--- config.mk ---
export PLATFORM = sky130hd
export DESIGN_NAME = dmem_arbiter_flat
export DESIGN_NICKNAME = d
export VERILOG_FILES = /design/src/rtl/dmem_arbiter_if.sv /design/src/rtl/dmem_arbiter.sv /design/src/flat_wrapper.sv
export SDC_FILE = /design/constraint.sdc
export NUM_CORES = 1
export LEC_CHECK = 0
export ABC_AREA = 1
export BUFFER_PORTS_ARGS = -buffer_cell sky130_fd_sc_hd__buf_2
export CORE_AREA = 2 2 120 122
export DETAILED_ROUTE_END_ITERATION = 8
export DIE_AREA = 0 0 122 124
export PLACE_DENSITY_LB_ADDON = 0.1
export SLEW_MARGIN = 20
export SYNTH_ARGS = -nofsm -noshare
export SYNTH_HDL_FRONTEND = slang
export SYNTH_SLANG_ARGS = --single-unit
--- constraint.sdc ---
create_clock -name clk -period 1.3 [get_ports clk]
set_input_delay 0.195 -clock clk [delete_from_list [all_inputs] [get_ports clk]]
set_output_delay 0.195 -clock clk [all_outputs]
set_load 0.05 [all_outputs]
--- src/rtl/dmem_arbiter_if.sv ---
// Bundle of the core, debug and memory-side signals around the data memory arbiter.
// The slave modport is the arbiter's view; master is the surrounding core/debug/memory side.
interface dmem_arbiter_if #(
  parameter int ADDR_W = 32,
  parameter int DATA_W = 32
);

  logic              cpu_req;
  logic              cpu_we;
  logic [2:0]        cpu_ctrl;
  logic [ADDR_W-1:0] cpu_addr;
  logic [DATA_W-1:0] cpu_wdata;
  logic [DATA_W-1:0] cpu_rdata;
  logic              cpu_done;
  logic              cpu_stall;

  logic              dbg_req;
  logic              dbg_we;
  logic [ADDR_W-1:0] dbg_addr;
  logic [DATA_W-1:0] dbg_wdata;
  logic              dbg_ready;
  logic              dbg_rvalid;
  logic [DATA_W-1:0] dbg_rdata;

  logic              mem_en;
  logic              mem_we;
  logic [2:0]        mem_ctrl;
  logic [ADDR_W-1:0] mem_addr;
  logic [DATA_W-1:0] mem_wdata;
  logic [DATA_W-1:0] mem_rdata;

  modport slave (
    input  cpu_req, cpu_we, cpu_ctrl, cpu_addr, cpu_wdata,
    output cpu_rdata, cpu_done, cpu_stall,
    input  dbg_req, dbg_we, dbg_addr, dbg_wdata,
    output dbg_ready, dbg_rvalid, dbg_rdata,
    output mem_en, mem_we, mem_ctrl, mem_addr, mem_wdata,
    input  mem_rdata
  );

  modport master (
    output cpu_req, cpu_we, cpu_ctrl, cpu_addr, cpu_wdata,
    input  cpu_rdata, cpu_done, cpu_stall,
    output dbg_req, dbg_we, dbg_addr, dbg_wdata,
    input  dbg_ready, dbg_rvalid, dbg_rdata,
    input  mem_en, mem_we, mem_ctrl, mem_addr, mem_wdata,
    output mem_rdata
  );

endinterface

--- src/rtl/dmem_arbiter.sv ---
// Round-robin arbiter serialising core and debug accesses onto a registered-read data memory.
// Define DMEM_ARB_PERF_EN to add saturating stall/debug-access counters (stall_cnt_o, dbg_cnt_o).
module dmem_arbiter #(
  parameter int         ADDR_W   = 32,
  parameter int         DATA_W   = 32,
  parameter logic [2:0] DBG_CTRL = 3'b010
) (
  input  logic          clk,
  input  logic          rst_n,
  dmem_arbiter_if.slave bus
`ifdef DMEM_ARB_PERF_EN
  ,
  output logic [31:0]   stall_cnt_o,
  output logic [31:0]   dbg_cnt_o
`endif
);

  typedef enum logic [2:0] {
    IDLE    = 3'd0,
    CPU_ISS = 3'd1,
    CPU_RSP = 3'd2,
    DBG_ISS = 3'd3,
    DBG_RSP = 3'd4
  } state_e;

  typedef enum logic {
    GNT_CPU = 1'b0,
    GNT_DBG = 1'b1
  } gnt_e;

  state_e            state_q, state_d;
  gnt_e              lastGnt_q, lastGnt_d;
  logic [DATA_W-1:0] rdata_q, rdata_d;
  logic [DATA_W-1:0] dbgRdata_q, dbgRdata_d;

  logic              memEn;
  logic              memWe;
  logic [2:0]        memCtrl;
  logic [ADDR_W-1:0] memAddr;
  logic [DATA_W-1:0] memWdata;
  logic              cpuDone;
  logic              cpuStall;
  logic              dbgReady;
  logic              dbgRvalid;

  // Every access returns through IDLE, so the grant decision only ever happens there.
  always_comb begin
    state_d   = state_q;
    lastGnt_d = lastGnt_q;
    memEn     = 1'b0;
    memWe     = 1'b0;
    memCtrl   = 3'b000;
    memAddr   = '0;
    memWdata  = '0;
    cpuDone   = 1'b0;
    dbgReady  = 1'b0;
    dbgRvalid = 1'b0;
    case (state_q)
      IDLE: begin
        if (bus.cpu_req && (!bus.dbg_req || lastGnt_q == GNT_DBG)) begin
          state_d   = CPU_ISS;
          lastGnt_d = GNT_CPU;
        end else if (bus.dbg_req) begin
          state_d   = DBG_ISS;
          lastGnt_d = GNT_DBG;
        end
      end
      CPU_ISS: begin
        memEn    = 1'b1;
        memWe    = bus.cpu_we;
        memCtrl  = bus.cpu_ctrl;
        memAddr  = bus.cpu_addr;
        memWdata = bus.cpu_wdata;
        if (bus.cpu_we) begin
          cpuDone = 1'b1;
          state_d = IDLE;
        end else begin
          state_d = CPU_RSP;
        end
      end
      CPU_RSP: begin
        cpuDone = 1'b1;
        state_d = IDLE;
      end
      DBG_ISS: begin
        memEn    = 1'b1;
        memWe    = bus.dbg_we;
        memCtrl  = DBG_CTRL;
        memAddr  = bus.dbg_addr;
        memWdata = bus.dbg_wdata;
        dbgReady = 1'b1;
        state_d  = bus.dbg_we ? IDLE : DBG_RSP;
      end
      DBG_RSP: begin
        dbgRvalid = 1'b1;
        state_d   = IDLE;
      end
      default: state_d = IDLE;
    endcase
  end

  always_comb begin
    rdata_d    = (state_q == CPU_RSP) ? bus.mem_rdata : rdata_q;
    dbgRdata_d = (state_q == DBG_RSP) ? bus.mem_rdata : dbgRdata_q;
  end

  // Reset lands in IDLE with the debug master marked as last served, so the core wins the first tie.
  always_ff @(posedge clk or negedge rst_n) begin
    if (!rst_n) begin
      state_q    <= IDLE;
      lastGnt_q  <= GNT_DBG;
      rdata_q    <= '0;
      dbgRdata_q <= '0;
    end else begin
      state_q    <= state_d;
      lastGnt_q  <= lastGnt_d;
      rdata_q    <= rdata_d;
      dbgRdata_q <= dbgRdata_d;
    end
  end

  assign cpuStall = bus.cpu_req & ~cpuDone;

  assign bus.mem_en     = memEn;
  assign bus.mem_we     = memWe;
  assign bus.mem_ctrl   = memCtrl;
  assign bus.mem_addr   = memAddr;
  assign bus.mem_wdata  = memWdata;
  assign bus.cpu_done   = cpuDone;
  assign bus.cpu_stall  = cpuStall;
  assign bus.cpu_rdata  = (state_q == CPU_RSP) ? bus.mem_rdata : rdata_q;
  assign bus.dbg_ready  = dbgReady;
  assign bus.dbg_rvalid = dbgRvalid;
  assign bus.dbg_rdata  = (state_q == DBG_RSP) ? bus.mem_rdata : dbgRdata_q;

`ifdef DMEM_ARB_PERF_EN
  logic [31:0] stallCnt_q;
  logic [31:0] dbgCnt_q;

  // Both counters stick at all-ones rather than wrapping.
  always_ff @(posedge clk or negedge rst_n) begin
    if (!rst_n) begin
      stallCnt_q <= 32'd0;
      dbgCnt_q   <= 32'd0;
    end else begin
      if (cpuStall && (stallCnt_q != 32'hFFFF_FFFF)) begin
        stallCnt_q <= stallCnt_q + 32'd1;
      end
      if (dbgReady && (dbgCnt_q != 32'hFFFF_FFFF)) begin
        dbgCnt_q <= dbgCnt_q + 32'd1;
      end
    end
  end

  assign stall_cnt_o = stallCnt_q;
  assign dbg_cnt_o   = dbgCnt_q;
`endif

endmodule
--- src/flat_wrapper.sv ---
// flat-port wrapper written by rule: the top's interface ports become plain ports
module dmem_arbiter_flat 
#(
  parameter int         ADDR_W   = 32,
  parameter int         DATA_W   = 32,
  parameter logic [2:0] DBG_CTRL = 3'b010
)
  (clk, rst_n, bus_cpu_req, bus_cpu_we, bus_cpu_ctrl, bus_cpu_addr, bus_cpu_wdata, bus_cpu_rdata, bus_cpu_done, bus_cpu_stall, bus_dbg_req, bus_dbg_we, bus_dbg_addr, bus_dbg_wdata, bus_dbg_ready, bus_dbg_rvalid, bus_dbg_rdata, bus_mem_en, bus_mem_we, bus_mem_ctrl, bus_mem_addr, bus_mem_wdata, bus_mem_rdata);
  dmem_arbiter_if #(.ADDR_W(ADDR_W), .DATA_W(DATA_W)) bus_i ();
  input  logic clk;
  input  logic rst_n;
  input wire logic [$bits(bus_i.cpu_req)-1:0] bus_cpu_req;
  input wire logic [$bits(bus_i.cpu_we)-1:0] bus_cpu_we;
  input wire logic [$bits(bus_i.cpu_ctrl)-1:0] bus_cpu_ctrl;
  input wire logic [$bits(bus_i.cpu_addr)-1:0] bus_cpu_addr;
  input wire logic [$bits(bus_i.cpu_wdata)-1:0] bus_cpu_wdata;
  output wire logic [$bits(bus_i.cpu_rdata)-1:0] bus_cpu_rdata;
  output wire logic [$bits(bus_i.cpu_done)-1:0] bus_cpu_done;
  output wire logic [$bits(bus_i.cpu_stall)-1:0] bus_cpu_stall;
  input wire logic [$bits(bus_i.dbg_req)-1:0] bus_dbg_req;
  input wire logic [$bits(bus_i.dbg_we)-1:0] bus_dbg_we;
  input wire logic [$bits(bus_i.dbg_addr)-1:0] bus_dbg_addr;
  input wire logic [$bits(bus_i.dbg_wdata)-1:0] bus_dbg_wdata;
  output wire logic [$bits(bus_i.dbg_ready)-1:0] bus_dbg_ready;
  output wire logic [$bits(bus_i.dbg_rvalid)-1:0] bus_dbg_rvalid;
  output wire logic [$bits(bus_i.dbg_rdata)-1:0] bus_dbg_rdata;
  output wire logic [$bits(bus_i.mem_en)-1:0] bus_mem_en;
  output wire logic [$bits(bus_i.mem_we)-1:0] bus_mem_we;
  output wire logic [$bits(bus_i.mem_ctrl)-1:0] bus_mem_ctrl;
  output wire logic [$bits(bus_i.mem_addr)-1:0] bus_mem_addr;
  output wire logic [$bits(bus_i.mem_wdata)-1:0] bus_mem_wdata;
  input wire logic [$bits(bus_i.mem_rdata)-1:0] bus_mem_rdata;
  assign bus_i.cpu_req = bus_cpu_req;
  assign bus_i.cpu_we = bus_cpu_we;
  assign bus_i.cpu_ctrl = bus_cpu_ctrl;
  assign bus_i.cpu_addr = bus_cpu_addr;
  assign bus_i.cpu_wdata = bus_cpu_wdata;
  assign bus_cpu_rdata = bus_i.cpu_rdata;
  assign bus_cpu_done = bus_i.cpu_done;
  assign bus_cpu_stall = bus_i.cpu_stall;
  assign bus_i.dbg_req = bus_dbg_req;
  assign bus_i.dbg_we = bus_dbg_we;
  assign bus_i.dbg_addr = bus_dbg_addr;
  assign bus_i.dbg_wdata = bus_dbg_wdata;
  assign bus_dbg_ready = bus_i.dbg_ready;
  assign bus_dbg_rvalid = bus_i.dbg_rvalid;
  assign bus_dbg_rdata = bus_i.dbg_rdata;
  assign bus_mem_en = bus_i.mem_en;
  assign bus_mem_we = bus_i.mem_we;
  assign bus_mem_ctrl = bus_i.mem_ctrl;
  assign bus_mem_addr = bus_i.mem_addr;
  assign bus_mem_wdata = bus_i.mem_wdata;
  assign bus_i.mem_rdata = bus_mem_rdata;
  dmem_arbiter #(.ADDR_W(ADDR_W), .DATA_W(DATA_W), .DBG_CTRL(DBG_CTRL)) u_core (.clk(clk), .rst_n(rst_n), .bus(bus_i));
endmodule
# After elaboration in Yosys (flattened, before gate mapping)
# Cells that the tools add are included.
[totals] wordCells=36 out_inout_bits=137 inputBits=169 regBits=68
[op_classes] n_eq_ne=5 reduce_logical=7 bitwise=2 muxes=18
[op_table] operator="one-hot mux 32 bit (2 select lines)" count=2
[op_table] operator="2-to-1 mux 32 bit" count=2
[op_table] operator="2-to-1 mux 3 bit" count=3
[op_table] operator="one-hot mux 3 bit (3 select lines)" count=1
[op_table] operator="== test 3 x 2 -> 1 bit, second input constant" count=2
[op_table] operator="2-to-1 mux 1 bit" count=6
[op_table] operator="one-hot mux 3 bit (2 select lines)" count=1
[op_table] operator="one-hot mux 1 bit (2 select lines)" count=2
[op_table] operator="== test 3 x 1 -> 1 bit, second input constant" count=1
[op_table] operator="== test 3 bit, second input constant" count=1
[op_table] operator="logical NOT 3 bit" count=1
[op_table] operator="!= test 3 x 2 -> 1 bit, second input constant" count=1
[op_table] operator="2-to-1 mux 2 bit" count=1
[op_table] operator="AND reduction 2 bit" count=1
[op_table] operator="nonzero test 2 bit" count=1
[op_table] operator="OR reduction 2 bit" count=1
[op_table] operator="bitwise AND 1 bit" count=1
[op_table] operator="logical AND 1 bit" count=1
[op_table] operator="logical NOT 1 bit" count=1
[op_table] operator="logical OR 1 bit" count=1
[op_table] operator="NOT 1 bit" count=1

# Longest topological paths before layout
[logic_depth] word_depth=5 depth_mapped=8 mapped_depth_nobuf=6

# Least setup slack after synthesis
# OpenSTA, ideal clock, no wires.
[synth_timing] kind="register to output" from="register u_core.state_q[2]" to="output port bus_cpu_stall" n_path_buf=0 stages_incl_launch_ff=5 slack_ns=-1.252 arrival_ns=2.357 required_ns=1.105 cell_sequence="dfrtp_1 nor2_4 nand2_1 o21ai_0 nor2_1"
[synth_via] elab_chain_cells=4 elab_cells_between_ends=5 classes_between="eq/ne (2); mux (1); bitwise (2)"
[synth_rtl] element="start, declared" line="dmem_arbiter.sv:31" source="state_e state_q, state_d;"
[synth_rtl] element="start signal, assigned" line="dmem_arbiter.sv:115" source="state_q <= state_d;"
[synth_rtl] element="== test 3 x 2 -> 1 bit / == test 3 x 1 -> 1 bit (equally long branches)" line="dmem_arbiter.sv:58" source="case (state_q)"
[synth_rtl] element="one-hot mux 1 bit (2 select lines) *" line="dmem_arbiter.sv:58"
[synth_rtl] element="named net bus_cpu_done" line="flat_wrapper.sv:18" source="output wire logic [$bits(bus_i.cpu_done)-1:0] bus_cpu_done;"
[synth_rtl] element="NOT 1 bit *" line="dmem_arbiter.sv:122" source="assign cpuStall = bus.cpu_req & ~cpuDone;"
[synth_rtl] element="bitwise AND 1 bit *" line="dmem_arbiter.sv:122"
[synth_rtl] element="end, declared" line="flat_wrapper.sv:19" source="output wire logic [$bits(bus_i.cpu_stall)-1:0] bus_cpu_stall;"
# Mark *: on every way through the listed nets, which the timed path passes. The rest lies on a longest branch.

# Final worst setup path
[layout_timing] from="register u_core.state_q[0]" to="output port bus_mem_addr[10]"
[layout_via] elab_chain_cells=2 elab_cells_between_ends=3 classes_between="eq/ne (2); mux (1)"
[layout_rtl] element="== test 3 x 2 -> 1 bit / == test 3 x 1 -> 1 bit (equally long branches)" line="dmem_arbiter.sv:58"
[layout_rtl] element="one-hot mux 32 bit (2 select lines) *" line="dmem_arbiter.sv:58"
[layout_rtl] element="end, declared" line="flat_wrapper.sv:30" source="output wire logic [$bits(bus_i.mem_addr)-1:0] bus_mem_addr;"
# Every way passes the cells marked *; elsewhere a longest branch is shown, timed or not.

==> reports/metrics.cfg <==
[status]
status=finished with violations
violations=negative setup slack

[logic_synthesis]
yosys.cell_types.count=16
syn_area_per_cell_sq_um=7.137
ys.warnings.count=0
yosysTopAreaCell=dfrtp_1
synth_cells=494
syn-cell-area_sq_um=3526
syn_nets=663
synth.area.top_cells=dfrtp_1, nand2_1, nand3_1
synth_top_area_frac=0.4755
synth_seq_area_share=0.4830
yosys_register_bits=68

[floorplan]
io_pins=306
start_util=0.2570
core_area_sq_um=13720
rows=43
die_w_microns=122
dieHeight_microns=124
dieArea_sq_um=15130

[clock_network]
cts_sinks=68
path_clk_slew_ns=0.05
htreeDepth=3
clk_path_buf_depth=2
cts_tree=built
clk_latency_ns=0.33
cts_buffers=9
cts_root_buf=clkbuf_16

[finish]
areaGrowthSynthToFinish_pct=171.6
fin_nets=1016
final_cells=1033
drive_gt1_frac=0.7664
fillers=997

[timing]
layout_setup_ws_ns=-0.6062
tightest_slew_ns=0.3660
rsz0062_at_grt=yes
setup_viol=153
hold_violations=0
max_slew_margin=0.7560
post-route-min-period_ns=1.906
fmax_mhz=524.6
finalCritPeriodShare=1.466
drv_slew=0
fin_skew_ns=0.006558

[global_routing]
grt_max_degree=31
grtUsageTotal=0.2204
antenna_found_initial=2
overflow=0
grt_pass1_wl_mm=25.58
grt_pass1_vias=4830

[pwr]
p_leak_nw=4.654
p_int_w=0.01441
clkPwrFrac=0.076
power.switching_w=0.01615
p_total_w=0.03056
p_comb_frac=0.804
power_density_nw_per_um2=3191
seqPwrFrac=0.119
vdd_drop_max_mv=1.510
swShare=0.5284

[worst_setup_path]
cp_data_arrival_time_ns=1.71
start_kind=flop
critPathKind=flop to primary output
crit_fanout=8
rr_worst_depth=7
required_ns=1.11
end_kind=primary output

[drt]
routed_via_density=4.694
route.detailed.drc=0
finalWirelength_mm=19.56
drtPass1Iterations=4
drtAntennaViolNets=0
wl_per_cell_microns=18.94
vias=4849
drt_iter0_markers=295

[placement]
dp.cells=984
port_buffers=305
dp_hpwl_mm=12.52
place_congestion=0.8303

[worst_hold_path]
hold_class=input pin to flop
worstHoldPathCells=2

[job]
maxCapViolCount=0

[sequential cells by signal (all words and copies together) (netlist names)]
register,cells
u_core.lastGnt_q,1
u_core.rdata_q,32
u_core.state_q,3
u_core.dbgRdata_q,32
[cell families (layout without fill, tap and decap cells)]
| logic type | Yosys count | after routing | synth area share |
|---|---|---|---|
| AND/OR/NAND/NOR | 277 | 278 | 0.3208 |
| flip-flops | 68 | 68 | 0.4830 |
| AO/OA/AOI/OAI | 70 | 70 | 0.09936 |
| other | 0 | 1 | 0 |
| buffers and inverters | 79 | 436 | 0.09688 |
[layout by cell type, fill, tap and decap left out, types with 2 or more instances in the layout]
cell type	count
a21oi_1	2
buf_12	32
buf_16	8
buf_2	169
buf_4	37
buf_6	56
buf_8	65
clkbuf_16	17
clkbuf_8	3
clkinvlp_4	2
dfrtp_1	66
inv_1	40
nand2_1	52
nand2_2	54
nand2_4	94
nand3_1	31
nand3_2	26
nand3_4	11
nor2_1	4
nor2_4	4
o21ai_0	2
o21ai_4	65
[cells in the mapped netlist]
| cell type | number |
|---|---|
| buf_4 | 6 |
| a21oi_1 | 2 |
| buf_2 | 16 |
| nand3_1 | 67 |
| o21ai_1 | 3 |
| o21ai_0 | 65 |
| clkbuf_1 | 6 |
| dfrtp_1 | 67 |
| buf_1 | 5 |
| nand2_1 | 201 |
| nor2_4 | 1 |
| dfstp_2 | 1 |
| inv_1 | 42 |
| clkbuf_2 | 2 |
| inv_2 | 2 |
| nor2_1 | 8 |
[per-layer routing]
| layer | GRT usage | routed length (microns) | up-vias | part of all wire |
|---|---|---|---|---|
| met1 | 0.2598 | 7250 | 2293 | 0.37 |
| li1 | - | - | 2281 | - |
| met2 | 0.3802 | 10310 | 236 | 0.53 |
| met4 | 0.08764 | 563 | 2 | 0.029 |
| met3 | 0.06090 | 1419 | 37 | 0.073 |
| met5 | 0 | 13 | - | 0.00066 |
[critical path, cell delays in order (launching register included)]
cell and delay [ns]:
dfrtp_1 0.37, inv_2 0.07, nor2_4 0.16, buf_12 0.17, buf_12 0.12, clkbuf_16 0.16
nand3_2 0.10, nand2_4 0.09, buf_8 0.14
[repair_timing]
action,4_1_cts,5_1_grt
endpoints found under the hold margin,10,0
cloned,7,12
setup endpoints to repair,150,183
setup buffers,5,10
gates resized for setup,358,131
hold buffers,1,0
pin swaps,1,13
[cell type report]
type	count	area [sq um]	share of cell area
sequential	68	1704	0.1780
clock inverter	3	20.02	0.002091
inverter	44	180.2	0.01882
tap	180	225.2	0.02352
timing repair buffer	376	3801	0.3970
multi-input combinational	348	3372	0.3521
antenna	1	2.502	0.0002613
clock buffer	13	270.3	0.02822
[stage by stage]
step	utilization	worst slack [ns]	cell area (sq um)	setup TNS [ns]	hold WS, ns
floorplan	-	-0.1631	4883	-21.26	-0.1006
global placement	0.5128	-0.3156	7036	-34.63	0.1303
detailed placement	0.5128	-0.3395	7036	-37.35	0.1331
CTS	0.6357	-0.6261	8721	-77.21	0.02075
global route	0.6978	-0.6792	9573	-87.11	0.05407
finish	0.6979	-0.6062	9575	-74.92	0.05718
[worst paths after layout]
path                                           start               endpoint  slack, ns
worst max register to register     u_core.state_q[2]     u_core.rdata_q[16]      -0.10
worst min-delay path                      bus_dbg_we      u_core.state_q[2]       0.06
max in group asynchronous                      rst_n  u_core.dbgRdata_q[17]       0.51
min in group asynchronous                      rst_n   u_core.dbgRdata_q[7]       0.31
worst min register to register  u_core.dbgRdata_q[9]   u_core.dbgRdata_q[9]       0.50
worst max-delay path               u_core.state_q[0]       bus_mem_addr[10]      -0.61
[power groups by stage]
stage	clock network [W]	registers, W	logic [W]
2_1_floorplan	0	0.00343	0.0136
4_1_cts	0.00240	0.00356	0.0224
6_report	0.00233	0.00365	0.0246
3_5_place_dp	0	0.00352	0.0182
3_3_place_gp	0	0.00349	0.0180
5_1_grt	0.00248	0.00374	0.0255
No activity file was read; power rests on OpenSTA's default activity.
